`src/rtl/ex_mc_sequencer_if.sv`:
```
// Handshake bundle between the EX stage and the multi-cycle sequencer.
// The DUT side uses the slave modport; the pipeline/bench side uses master.
interface ex_mc_sequencer_if;
  logic        ex_valid;
  logic [6:0]  EX;
  logic        flush;
  logic        busy;
  logic        res_valid;
  logic        res_fp;
  logic        add_sub;
  logic [6:0]  hold_ctrl;
  logic [3:0]  cyc_left;
  logic [15:0] mc_count;

  modport master (
    output ex_valid, EX, flush,
    input  busy, res_valid, res_fp, add_sub, hold_ctrl, cyc_left, mc_count
  );

  modport slave (
    input  ex_valid, EX, flush,
    output busy, res_valid, res_fp, add_sub, hold_ctrl, cyc_left, mc_count
  );
endinterface

```
`src/rtl/ex_mc_sequencer.sv`:
```
// Multi-cycle execute-op sequencer: decodes the EX bus into a latency, stalls
// the pipeline while the FU works and pulses res_valid when the result is ready.
module ex_mc_sequencer #(
  parameter int unsigned LAT_IMUL = 5,
  parameter int unsigned LAT_IDIV = 0,
  parameter int unsigned LAT_FCVT = 6,
  parameter int unsigned LAT_FADD = 7,
  parameter int unsigned LAT_FMUL = 5,
  parameter int unsigned LAT_FDIV = 6
) (
  input  logic                   clk,
  input  logic                   rst,
  ex_mc_sequencer_if.slave       bus
);

  localparam logic [3:0] L_IMUL = 4'(LAT_IMUL);
  localparam logic [3:0] L_IDIV = 4'(LAT_IDIV);
  localparam logic [3:0] L_FCVT = 4'(LAT_FCVT);
  localparam logic [3:0] L_FADD = 4'(LAT_FADD);
  localparam logic [3:0] L_FMUL = 4'(LAT_FMUL);
  localparam logic [3:0] L_FDIV = 4'(LAT_FDIV);

  typedef enum logic [1:0] {
    IDLE = 2'd0,
    RUN  = 2'd1,
    DONE = 2'd2
  } state_e;

  state_e      state_q, state_d;
  logic [3:0]  cyc_left_q, cyc_left_d;
  logic [6:0]  hold_ctrl_q, hold_ctrl_d;
  logic        add_sub_q, add_sub_d;
  logic        res_fp_q, res_fp_d;
  logic [15:0] mc_count_q, mc_count_d;

  logic        is_int, is_fp;
  logic [3:0]  lat;
  logic        issue;

  assign is_int = bus.EX[0];
  assign is_fp  = !bus.EX[0] && bus.EX[4];

  // Latency table; anything not listed runs as a single-cycle op (L=0).
  always_comb begin
    lat = 4'd0;
    if (is_int) begin
      unique case (bus.EX[4:1])
        4'b0011:         lat = L_IMUL;
        4'b0100, 4'b0101: lat = L_IDIV;
        default:         lat = 4'd0;
      endcase
    end else if (is_fp) begin
      unique case (bus.EX[3:1])
        3'b000, 3'b001: lat = L_FCVT;
        3'b011, 3'b100: lat = L_FADD;
        3'b101:         lat = L_FMUL;
        3'b110:         lat = L_FDIV;
        default:        lat = 4'd0;
      endcase
    end
  end

  assign issue = rst && (state_q == IDLE) && bus.ex_valid && !bus.flush && (lat != 4'd0);

  // NOTE: every always_comb target gets a default first so no path can infer a latch.
  always_comb begin
    state_d     = state_q;
    cyc_left_d  = cyc_left_q;
    hold_ctrl_d = hold_ctrl_q;
    add_sub_d   = add_sub_q;
    res_fp_d    = res_fp_q;
    mc_count_d  = mc_count_q;

    unique case (state_q)
      IDLE: begin
        if (issue) begin
          hold_ctrl_d = bus.EX;
          add_sub_d   = (bus.EX[3:1] != 3'b100);
          res_fp_d    = is_fp;
          cyc_left_d  = lat - 4'd1;
          state_d     = (lat > 4'd1) ? RUN : DONE;
        end
      end
      RUN: begin
        if (bus.flush) begin
          state_d    = IDLE;
          cyc_left_d = 4'd0;
        end else if (cyc_left_q == 4'd1) begin
          state_d    = DONE;
          cyc_left_d = 4'd0;
        end else begin
          cyc_left_d = cyc_left_q - 4'd1;
        end
      end
      DONE: begin
        // The EX bus here still carries the stalled instruction, so never issue.
        state_d = IDLE;
        if (!bus.flush) mc_count_d = mc_count_q + 16'd1;
      end
      default: begin
        state_d    = IDLE;
        cyc_left_d = 4'd0;
      end
    endcase
  end

  // NOTE: reset is synchronous and active-low; state registers use non-blocking assignments.
  always_ff @(posedge clk) begin
    if (!rst) begin
      state_q     <= IDLE;
      cyc_left_q  <= 4'd0;
      hold_ctrl_q <= 7'd0;
      add_sub_q   <= 1'b1;
      res_fp_q    <= 1'b0;
      mc_count_q  <= 16'd0;
    end else begin
      state_q     <= state_d;
      cyc_left_q  <= cyc_left_d;
      hold_ctrl_q <= hold_ctrl_d;
      add_sub_q   <= add_sub_d;
      res_fp_q    <= res_fp_d;
      mc_count_q  <= mc_count_d;
    end
  end

  // busy covers the issue cycle combinationally; flush drops it in the same cycle.
  assign bus.busy      = issue || (rst && (state_q == RUN) && !bus.flush);
  assign bus.res_valid = rst && (state_q == DONE) && !bus.flush;
  assign bus.res_fp    = res_fp_q;
  assign bus.add_sub   = add_sub_q;
  assign bus.hold_ctrl = hold_ctrl_q;
  assign bus.cyc_left  = cyc_left_q;
  assign bus.mc_count  = mc_count_q;

endmodule

```
`src/flat_wrapper.sv`:
```
// flat-port wrapper written by rule: the top's interface ports become plain ports
module ex_mc_sequencer_flat 
#(
  parameter int unsigned LAT_IMUL = 5,
  parameter int unsigned LAT_IDIV = 0,
  parameter int unsigned LAT_FCVT = 6,
  parameter int unsigned LAT_FADD = 7,
  parameter int unsigned LAT_FMUL = 5,
  parameter int unsigned LAT_FDIV = 6
)
  (clk, rst, bus_ex_valid, bus_EX, bus_flush, bus_busy, bus_res_valid, bus_res_fp, bus_add_sub, bus_hold_ctrl, bus_cyc_left, bus_mc_count);
  ex_mc_sequencer_if bus_i ();
  input  logic clk;
  input  logic rst;
  input wire logic [$bits(bus_i.ex_valid)-1:0] bus_ex_valid;
  input wire logic [$bits(bus_i.EX)-1:0] bus_EX;
  input wire logic [$bits(bus_i.flush)-1:0] bus_flush;
  output wire logic [$bits(bus_i.busy)-1:0] bus_busy;
  output wire logic [$bits(bus_i.res_valid)-1:0] bus_res_valid;
  output wire logic [$bits(bus_i.res_fp)-1:0] bus_res_fp;
  output wire logic [$bits(bus_i.add_sub)-1:0] bus_add_sub;
  output wire logic [$bits(bus_i.hold_ctrl)-1:0] bus_hold_ctrl;
  output wire logic [$bits(bus_i.cyc_left)-1:0] bus_cyc_left;
  output wire logic [$bits(bus_i.mc_count)-1:0] bus_mc_count;
  assign bus_i.ex_valid = bus_ex_valid;
  assign bus_i.EX = bus_EX;
  assign bus_i.flush = bus_flush;
  assign bus_busy = bus_i.busy;
  assign bus_res_valid = bus_i.res_valid;
  assign bus_res_fp = bus_i.res_fp;
  assign bus_add_sub = bus_i.add_sub;
  assign bus_hold_ctrl = bus_i.hold_ctrl;
  assign bus_cyc_left = bus_i.cyc_left;
  assign bus_mc_count = bus_i.mc_count;
  ex_mc_sequencer #(.LAT_IMUL(LAT_IMUL), .LAT_IDIV(LAT_IDIV), .LAT_FCVT(LAT_FCVT), .LAT_FADD(LAT_FADD), .LAT_FMUL(LAT_FMUL), .LAT_FDIV(LAT_FDIV)) u_core (.clk(clk), .rst(rst), .bus(bus_i));
endmodule
```
`config.mk`:
```
export PLATFORM = sky130hd
export DESIGN_NAME = ex_mc_sequencer_flat
export DESIGN_NICKNAME = d
export VERILOG_FILES = /design/src/rtl/ex_mc_sequencer_if.sv /design/src/rtl/ex_mc_sequencer.sv /design/src/flat_wrapper.sv
export SDC_FILE = /design/constraint.sdc
export NUM_CORES = 1
export LEC_CHECK = 0
export ABC_AREA = 1
export BUFFER_PORTS_ARGS = -buffer_cell sky130_fd_sc_hd__buf_4
export CAP_MARGIN = 20
export CORE_ASPECT_RATIO = 0.6
export CORE_MARGIN = 3
export CORE_UTILIZATION = 52
export CTS_CLUSTER_SIZE = 14
export DETAILED_ROUTE_END_ITERATION = 8
export GPL_TIMING_DRIVEN = 0
export PLACE_DENSITY_LB_ADDON = 0.08
export SLEW_MARGIN = 20
export SYNTH_ARGS = -nofsm -noshare
export SYNTH_HDL_FRONTEND = slang
export SYNTH_SLANG_ARGS = --single-unit
export TNS_END_PERCENT = 5
```
`constraint.sdc`:
```
create_clock -name clk -period 2.1 [get_ports clk]
set_input_delay 0.315 -clock clk [delete_from_list [all_inputs] [get_ports clk]]
set_output_delay 0.315 -clock clk [all_outputs]
set_load 0.1 [all_outputs]
```
# Yosys cells after proc, flatten, opt, wreduce, memory -nomap -nowiden
# Index checks and enable logic that the tools add are counted.
[classes]
n_eq_ne = 12
n_addsub = 3
n_mux = 13
bitwise_logic = 2
n_reduce_logical = 21
n_lt_le_gt_ge = 1
[op_table]
columns = ["cell", "count"]
rows = [
  ["2-to-1 mux 4 bit", 5],
  ["adder 16 x 1 -> 16 bit (second input constant)", 1],
  ["case mux 4 bit (3 select lines)", 1],
  ["equality test 3 bit (second input constant)", 3],
  ["logical AND 1 bit", 9],
  ["case mux 3 bit (3 select lines)", 1],
  ["2-to-1 mux 2 bit", 4],
  ["AND reduction 2 bit", 4],
  ["subtractor 4 x 1 -> 4 bit (second input constant)", 2],
  ["equality test 4 x 1 -> 1 bit (second input constant)", 1],
  ["equality test 4 x 2 -> 1 bit (second input constant)", 1],
  ["greater-than comparator 4 x 1 -> 1 bit (second input constant)", 1],
  ["case mux 2 bit (2 select lines)", 1],
  ["nonzero test 4 bit", 1],
  ["equality test 3 x 1 -> 1 bit (second input constant)", 1],
  ["equality test 3 x 2 -> 1 bit (second input constant)", 1],
  ["zero test 3 bit", 1],
  ["2-to-1 mux 3 bit", 1],
  ["inequality test 3 x 2 -> 1 bit (second input constant)", 1],
  ["inequality test 3 bit (second input constant)", 1],
  ["OR reduction 3 bit", 1],
  ["equality test 2 x 1 -> 1 bit (second input constant)", 1],
  ["equality test 2 bit (second input constant)", 1],
  ["zero test 1 bit", 2],
  ["other kinds (5)", 6],
]
[totals]
regBits = 31
word_cells = 58

# Logic depth before layout (Yosys ltp)
# Gate-level depths: netlist of run 1.
[logic_depth]
depth_word = 9
depth_mapped = 15
ltp_nobuf = 15

# Least setup slack after synthesis of run 1
# Ideal clock, no wire load.
[synth_timing]
path_kind = "input-to-output"
from = "input bus_flush"
to = "output bus_busy"
required_ns = 1.785
setup_slack_ns = -0.803
arrival_ns = 2.588
cell_stages = 3
path_buffers = 0
path_cell_list = "inv_2 -> nand3_1 -> o21ai_0"
[synth_between]
elab_chain_len = 4
elab_cells_between_ends = 5
classes_between = "reduce/logical (5)"
[synth_rtl]
columns = ["element", "line", "source"]
rows = [
  ["start: declaration", "flat_wrapper.sv:17", "input wire logic [$bits(bus_i.flush)-1:0] bus_flush;"],
  ["zero test 1 bit (*)", "ex_mc_sequencer.sv:63, ex_mc_sequencer.sv:127", ""],
  ["logical AND 1 bit (2 in a row)", "ex_mc_sequencer.sv:63", "assign issue = rst && (state_q == IDLE) && bus.ex_valid && !bus.flush && (lat != 4'd0);"],
  ["logical OR 1 bit (*)", "ex_mc_sequencer.sv:127", "assign bus.busy = issue || (rst && (state_q == RUN) && !bus.flush);"],
  ["end: declaration", "flat_wrapper.sv:18", "output wire logic [$bits(bus_i.busy)-1:0] bus_busy;"],
]
# Mark *: on every way between the ends. The rest lies on a longest branch, timed or not.

# Worst setup path in the final report of run 1
[layout_timing]
from = "input bus_EX[2]"
to = "output bus_busy"
[layout_between]
elab_chain_len = 8
elab_cells_between_ends = 16
classes_between = "eq/ne (6); mux (4); reduce/logical (6)"
[layout_rtl]
columns = ["element", "line", "source"]
rows = [
  ["start: declaration", "flat_wrapper.sv:16", "input wire logic [$bits(bus_i.EX)-1:0] bus_EX;"],
  ["equality test 3 x 1 -> 1 bit (tied with other cells)", "ex_mc_sequencer.sv:53", "unique case (bus.EX[3:1])"],
  ["OR reduction 3 bit (no source line) / OR reduction 2 bit (equally long branches)", "n/a", ""],
  ["case mux 3 bit (3 select lines)", "ex_mc_sequencer.sv:53", ""],
  ["2-to-1 mux 4 bit", "ex_mc_sequencer.sv:52", "end else if (is_fp) begin"],
  ["2-to-1 mux 4 bit (*)", "ex_mc_sequencer.sv:46", "if (is_int) begin"],
  ["nonzero test 4 bit (*)", "ex_mc_sequencer.sv:63", ""],
  ["logical AND 1 bit (*)", "ex_mc_sequencer.sv:63", ""],
  ["logical OR 1 bit (*)", "ex_mc_sequencer.sv:127", ""],
]
# Marked as above.

==> results of run 1 <==
[critical path: stages]
cell and delay (ps):
buf_8 90, nand2_4 60, o21ai_2 160, nand2_2 90, and2_4 160, ha_4 160
ha_4 150, inv_2 40, nand4_1 150, nor2_4 190, inv_4 60, o21ai_4 70
buf_12 190
[power by group]
part | leakage, nW | internal, W | switching (W)
clock | 0.0422 | 0.000232 | 0.000235
sequential | 0.250 | 0.000601 | 0.0000116
combinational | 0.755 | 0.000100 | 0.000198
total | 1.05 | 0.000933 | 0.000444
[through the flow]
stage                     instances  worst slack [ps]  hold WS [ps]  area, µm²
after floorplan                 225             -74.1           450       1590
after global placement          306              -458           454       1950
after global routing            333              -175           266       2330
after detailed placement        306              -469           457       1950
final                           333              -114           258       2330
after CTS                       334             -11.9           259       2260
[state kept, by name, summed over array words and instances, names as in the netlist]
signal                count
u_core.state_q            2
u_core.bus.res_fp         1
u_core.bus.add_sub        1
u_core.bus.mc_count      16
u_core.bus.hold_ctrl      7
u_core.bus.cyc_left       4
[worst paths after layout]
path / cells after the start / slack, ps / startpoint / to
worst max-delay path: 13 / -110 / bus_EX[2] / bus_busy
worst min register to register: 2 / 460 / u_core.bus.mc_count[5] / u_core.bus.mc_count[5]
worst min-delay path: 3 / 260 / bus_EX[6] / u_core.bus.hold_ctrl[6]
worst max register to register: 7 / 220 / u_core.state_q[1] / u_core.bus.res_fp
[cell usage after synthesis, drive strengths merged]
library cell / n / area, µm²
a21oi: 21 / 105
a31oi: 2 / 12.5
and2: 1 / 6.26
and3: 1 / 6.26
buf: 2 / 12.5
clkbuf: 2 / 7.51
dfxtp: 31 / 621
ha: 5 / 62.6
inv: 34 / 128
nand2: 49 / 184
nand3: 14 / 75.1
nand3b: 1 / 11.3
nand4: 3 / 33.8
nor2: 28 / 138
nor3: 5 / 30.0
nor3b: 1 / 7.51
nor4: 1 / 6.26
o21a: 2 / 15.0
o21ai: 19 / 95.1
o22ai: 1 / 6.26
xnor2: 2 / 17.5
[what timing repair did]
action / CTS / global route
pin swaps: 10 / 10
gates resized for setup: 25 / 22
hold buffers: 0 / 0
setup endpoints to repair: 1 / 6
endpoints found under the hold margin: 0 / 0
setup buffers: 20 / 0
[kinds of logic after synthesis]
kind of cell / after synthesis
AOI/OAI and AO/OA: 45
xor gates and xnor gates: 2
adders and majority gates: 5
buffers and inverters: 38
DFF: 31
and+or+nand+nor: 104
[layout make-up]
type	count	area, µm²	share of cell area [%]
multi-input cells	156	932	39.9
flip-flops and latches	31	621	26.6
repair buffers	60	497	21.3
inverters	34	133	5.68
clock buffers	7	76.3	3.27
well taps	40	50.0	2.14
plain buffers	4	20.0	0.858
clock inverters	1	5.00	0.214
[metal layers]
metal | wire (µm) | vias up | track usage (%)
li1 | - | 860 | -
met3 | 471 | 24 | 6.30
met1 | 2210 | 855 | 35.8
met5 | 0 | - | 0
met4 | 182 | 0 | 11.2
met2 | 2400 | 123 | 41.0
==> results by group, run 1 <==
Status
  – Status: complete, but fails checks
  – Failing checks: setup timing

Cells and area
  – Commonest non-fill, non-tap cell in the layout: buf_4
  – Final nets: 308
  – Final core occ: 86.5%
  – Most frequent cells in the layout: 53 x buf_4, 43 x nand2_1, 31 x dfxtp_1, 27 x inv_1
  – Fillers: approximately 160
  – Layout cells sized above 1: 34.8%
  – Area growth syn-to-layout: 47.7%
  – Antenna diode count: 0

Worst setup path
  – Worst path required time: 1780 ps
  – WP data arrival: 1900 ps
  – WS Path Type: in -> out
  – Worst-path fanout max: 3
  – Nature of the critical path startpoint: input pin
  – CP Capture Type: output port

Clocking
  – Clock-pin slew on the worst setup and hold paths: 60 ps
  – Clock Tree Buf Depth: 2
  – Clock sinks: 31
  – CTS tree: built
  – Skew-Pair Late Insertion Delay: 290 ps
  – Total CTS buffers: 5
  – Root buf cell: clkbuf_8
  – H-tree levels: 2

Power
  – Total power: 0.00138 W
  – Worst VDD drop: 0.489 mV
  – Power Density: 590 nW/µm²
  – Pleak: 1.05 nW

Global routing
  – Number of global-route vias before repair: 1642
  – First-pass GRT wire length: approximately 8.0 mm
  – Initial antenna violation count: 0
  – GRT Overall Usage: 26.6%
  – GRT overflow: 0
  – Largest net degree at the start of global routing: 11

Placed design
  – GPL Wtd Cong: 0.842
  – HPWL after DPL: 2.87 mm
  – IO buf count: 41

Logic synthesis
  – Adder-Cell Fraction of Synth Area: 3.96%
  – Yosys reg bits: 31
  – Gate count after technology mapping: ~230
  – Mux cell area share after synthesis: 0%
  – XOR/XNOR Fraction of Synth Area: 1.11%
  – Synth warnings: 0
  – Largest family of logic cells by synthesized area: simple AND/OR/NAND/NOR gates
  – Syn_nets: 241
  – Part of the Yosys area used for sequential elements: 39.3%
  – Post-synthesis area per instance: 7.02 µm²
  – Synth unique cells: 28
  – Post-synthesis simple-gate area fraction: between 30% and 40%
  – Post-Syn Area: 1580 µm²
  – Compound-Gate Fraction of Synth Area: ~15%

Floorplanning
  – Die area: 3760 µm²
  – Die width: about 77 µm
  – Row count: 14
  – Core area: approximately 2700 µm²
  – I/O Pins: between 40 and 50
  – Initial Util: 58.6%
  – Die height: 48.7 µm

Drt
  – # DRC: 0
  – Drt first pass iters: 5
  – Mean routed wirelength per cell: 15.8 µm
  – Via count: 1862
  – Final ANT Viol Nets: 0
  – DR iter-0 viols: 116
  – Routed wire length: between 5 and 6 mm
  – Via-per-instance ratio: ~5.6

Timing
  – Tcrit/Tclk final: 105%
  – Worst setup margin: -114 ps
  – Setup_tns: -114 ps
  – Max-slew violation count: 0
  – Setup-failing EPs final: 1
  – Clock period minus worst slack: 2210 ps
  – Post-route clock skew: between 6 and 7 ps
  – Slew HR: 61.1%
  – RSZ-0062 raised after global routing: yes
  – Final count of hold timing violations: 0
  – Worst-Margin Slew: 582 ps
  – Max Clk Rate: 452 MHz

Worst hold path
  – Min-Delay Path Class: in -> reg

Flow run
  – Max-cap violations: 0
Note: power is estimated with default switching activity, not from simulation.
==> run 2: changes to the inputs <==
--- a/config.mk
+++ b/config.mk
@@ -14,6 +14,7 @@
 export CTS_CLUSTER_SIZE = 14
 export DETAILED_ROUTE_END_ITERATION = 8
 export GPL_TIMING_DRIVEN = 0
+export MAX_ROUTING_LAYER = met4
 export PLACE_DENSITY_LB_ADDON = 0.08
 export SLEW_MARGIN = 20
 export SYNTH_ARGS = -nofsm -noshare
==> results by group, run 2 (synthesized netlist as in run 1, its figures left out) <==
Status
  – Status: complete, but fails checks
  – Failing checks: setup timing

Clocking
  – CTS tree: built
  – Skew-Pair Late Insertion Delay: 300 ps (about the same)
  – Post-CTS Hold Buffers: 0 (unchanged)
  – H-tree levels: 2 (unchanged)
  – Clock Tree Buf Depth: 2 (unchanged)
  – Clock sinks: 31 (unchanged)
  – Clock-pin slew on the worst setup and hold paths: 60 ps (about the same)
  – Root buf cell: clkbuf_8
  – Total CTS buffers: 5 (unchanged)

Drt
  – # DRC: 0 (unchanged)
  – Via-per-instance ratio: 5.67 (+1.5%)
  – Mean routed wirelength per cell: 16.9 µm (+7.0%)
  – Final ANT Viol Nets: 0 (unchanged)
  – Routed wire length: 5.64 mm (+7.0%)
  – Via count: 1889 (+1.5%)
  – Drt first pass iters: 5 (unchanged)
  – DR iter-0 viols: 181 (+56%)

Worst setup path
  – WP data arrival: 1930 ps (+30 ps)
  – Worst path required time: 1780 ps (about the same)
  – R2R depth: 7 (unchanged)
  – WS Path Type: in -> out
  – CP Capture Type: output port
  – Worst-path fanout max: 4 (+1)
  – R2R setup slack: 260 ps (+40 ps)
  – Nature of the critical path startpoint: input pin

Cells and area
  – Layout cells sized above 1: 34.8% (unchanged)
  – Area growth syn-to-layout: 48.8%
  – Final nets: 308 (unchanged)
  – Final Cell Area: 2350 µm² (+0.75%)
  – Antenna diode count: 0 (unchanged)
  – Max FFs per register: 16 (unchanged)
  – Number of non-filler instances in the completed layout: 333 (unchanged)
  – Commonest non-fill, non-tap cell in the layout: buf_4
  – Most frequent cells in the layout: 51 x buf_4, 42 x nand2_1, 31 x dfxtp_1, 28 x inv_1

Power
  – Net Sw Power: 0.000457 W (+2.8%)
  – Internal power: 0.000936 W (+0.31%)
  – Reg power frac: 44.0% (-0.4 points)
  – Part of the power in the clock network: 34.1% (+0.2 points)
  – Worst VDD drop: 0.473 mV (-3.3%)
  – Sw frac: 32.8% (+0.55 points)
  – Total power: 0.00139 W (+1.1%)
  – Power Density: 593 nW/µm² (+0.38%)
  – Pleak: 1.05 nW (+0.38%)
  – Comb pwr share: 21.9% (+0.2 points)

Global routing
  – GRT overflow: 0 (unchanged)
  – GRT Overall Usage: 27.4% (+0.76 points)
  – First-pass GRT wire length: 8.02 mm (unchanged)
  – Largest net degree at the start of global routing: 11 (unchanged)
  – Initial antenna violation count: 0 (unchanged)
  – Number of global-route vias before repair: 1645 (+0.18%)

Floorplanning
  – Initial Util: 58.6% (unchanged)
  – Die area: 3760 µm² (unchanged)
  – I/O Pins: 42 (unchanged)
  – Die width: 77.2 µm (unchanged)
  – Core area: 2700 µm² (unchanged)
  – Die height: 48.7 µm (unchanged)
  – Row count: 14 (unchanged)

Placed design
  – Placed Cells: 306 (unchanged)
  – HPWL after DPL: 2.87 mm (unchanged)
  – DP Area: 1950 µm² (unchanged)
  – IO buf count: 41 (unchanged)
  – GPL Wtd Cong: 0.855 (+1.6%)

Timing
  – Slew HR: 62.6% (+1.5 points)
  – Worst setup margin: -140 ps (-26.4 ps)
  – Setup-failing EPs final: 1 (unchanged)
  – RSZ-0062 raised after global routing: yes
  – Setup_tns: -140 ps (-26.4 ps)
  – Max Clk Rate: 446 MHz (-1.2%)
  – Post-route clock skew: 7.07 ps (+0.782 ps)
  – Max-slew violation count: 0 (unchanged)
  – Worst-Margin Slew: 561 ps (-21.0 ps)
  – Final count of hold timing violations: 0 (unchanged)
  – Tcrit/Tclk final: 107% (+1.3 points)
  – Clock period minus worst slack: 2240 ps (+26.4 ps)

Worst hold path
  – Min-Delay Path Class: in -> reg
  – Worst hold stages: 3 (unchanged)

Flow run
  – Max-cap violations: 0 (unchanged)
-- run 2: changes by cell type in the layout (fill, tap and decap cells not counted) --
cell | previous run | this run
buf_4 | 53 | 51
buf_6 | 5 | 7
inv_1 | 27 | 28
inv_2 | 5 | 4
nand2_1 | 43 | 42
nand2_2 | 2 | 3
nand3_2 | 2 | 1
nand3_4 | 1 | 2
-- run 2: stage by stage --
stage	hold slack (ps)	worst slack (ps)	util, %
after global routing	263	-225	87.2
after CTS	259	-11.9	83.9
final	256	-140	87.2
after floorplan	450	-74.1	-
after global placement	454	-458	72.4
after detailed placement	457	-469	72.4
-- run 2: worst paths after layout --
kind | startpoint | to
max | bus_EX[1] | bus_busy
min reg2reg | u_core.bus.mc_count[5] | u_core.bus.mc_count[5]
min | bus_EX[6] | u_core.bus.hold_ctrl[6]
max reg2reg | u_core.state_q[1] | u_core.state_q[0]
-- run 2: critical path, stage by stage --
cell	delay, ps
buf_8	80
nand2_4	70
o21ai_2	180
nand2_2	100
and2_4	160
ha_4	160
ha_4	160
inv_2	40
nand4_1	140
nor2_4	180
inv_4	60
o21ai_4	70
buf_12	190
-- run 2: final cells by class --
class                   instances  area (µm²)
clock inverters                 1        5.00
inverters                      34         133
flip-flops and latches         31         621
multi-input cells             156         942
plain buffers                   4        20.0
repair buffers                 60         504
clock buffers                   7        76.3
well taps                      40        50.0
fillers                       155         347
-- run 2: what timing repair did --
| item | CTS | global route |
|---|---|---|
| pin swaps | 10 | 9 |
| setup buffers | 20 | 0 |
| setup endpoints to repair | 1 | 6 |
| gates resized for setup | 25 | 25 |
-- run 2: power groups by stage --
| stage | Clock, W | Sequential (W) | Combinational (W) |
|---|---|---|---|
| finish | 0.000475 | 0.000613 | 0.000306 |
| global placement | 0 | 0.000624 | 0.000227 |
| floorplan | 0 | 0.000706 | 0.0000874 |
| detailed placement | 0 | 0.000625 | 0.000228 |
| global route | 0.000496 | 0.000614 | 0.000320 |
| CTS | 0.000464 | 0.000612 | 0.000266 |
-- run 2: metal layers --
metal / up-vias / wire length [µm] / GRT usage, %
met5: - / 0 / -
met4: 0 / 248 / 11.2
met1: 840 / 2220 / 35.6
met3: 33 / 627 / 6.48
met2: 152 / 2550 / 41.0
li1: 864 / - / -
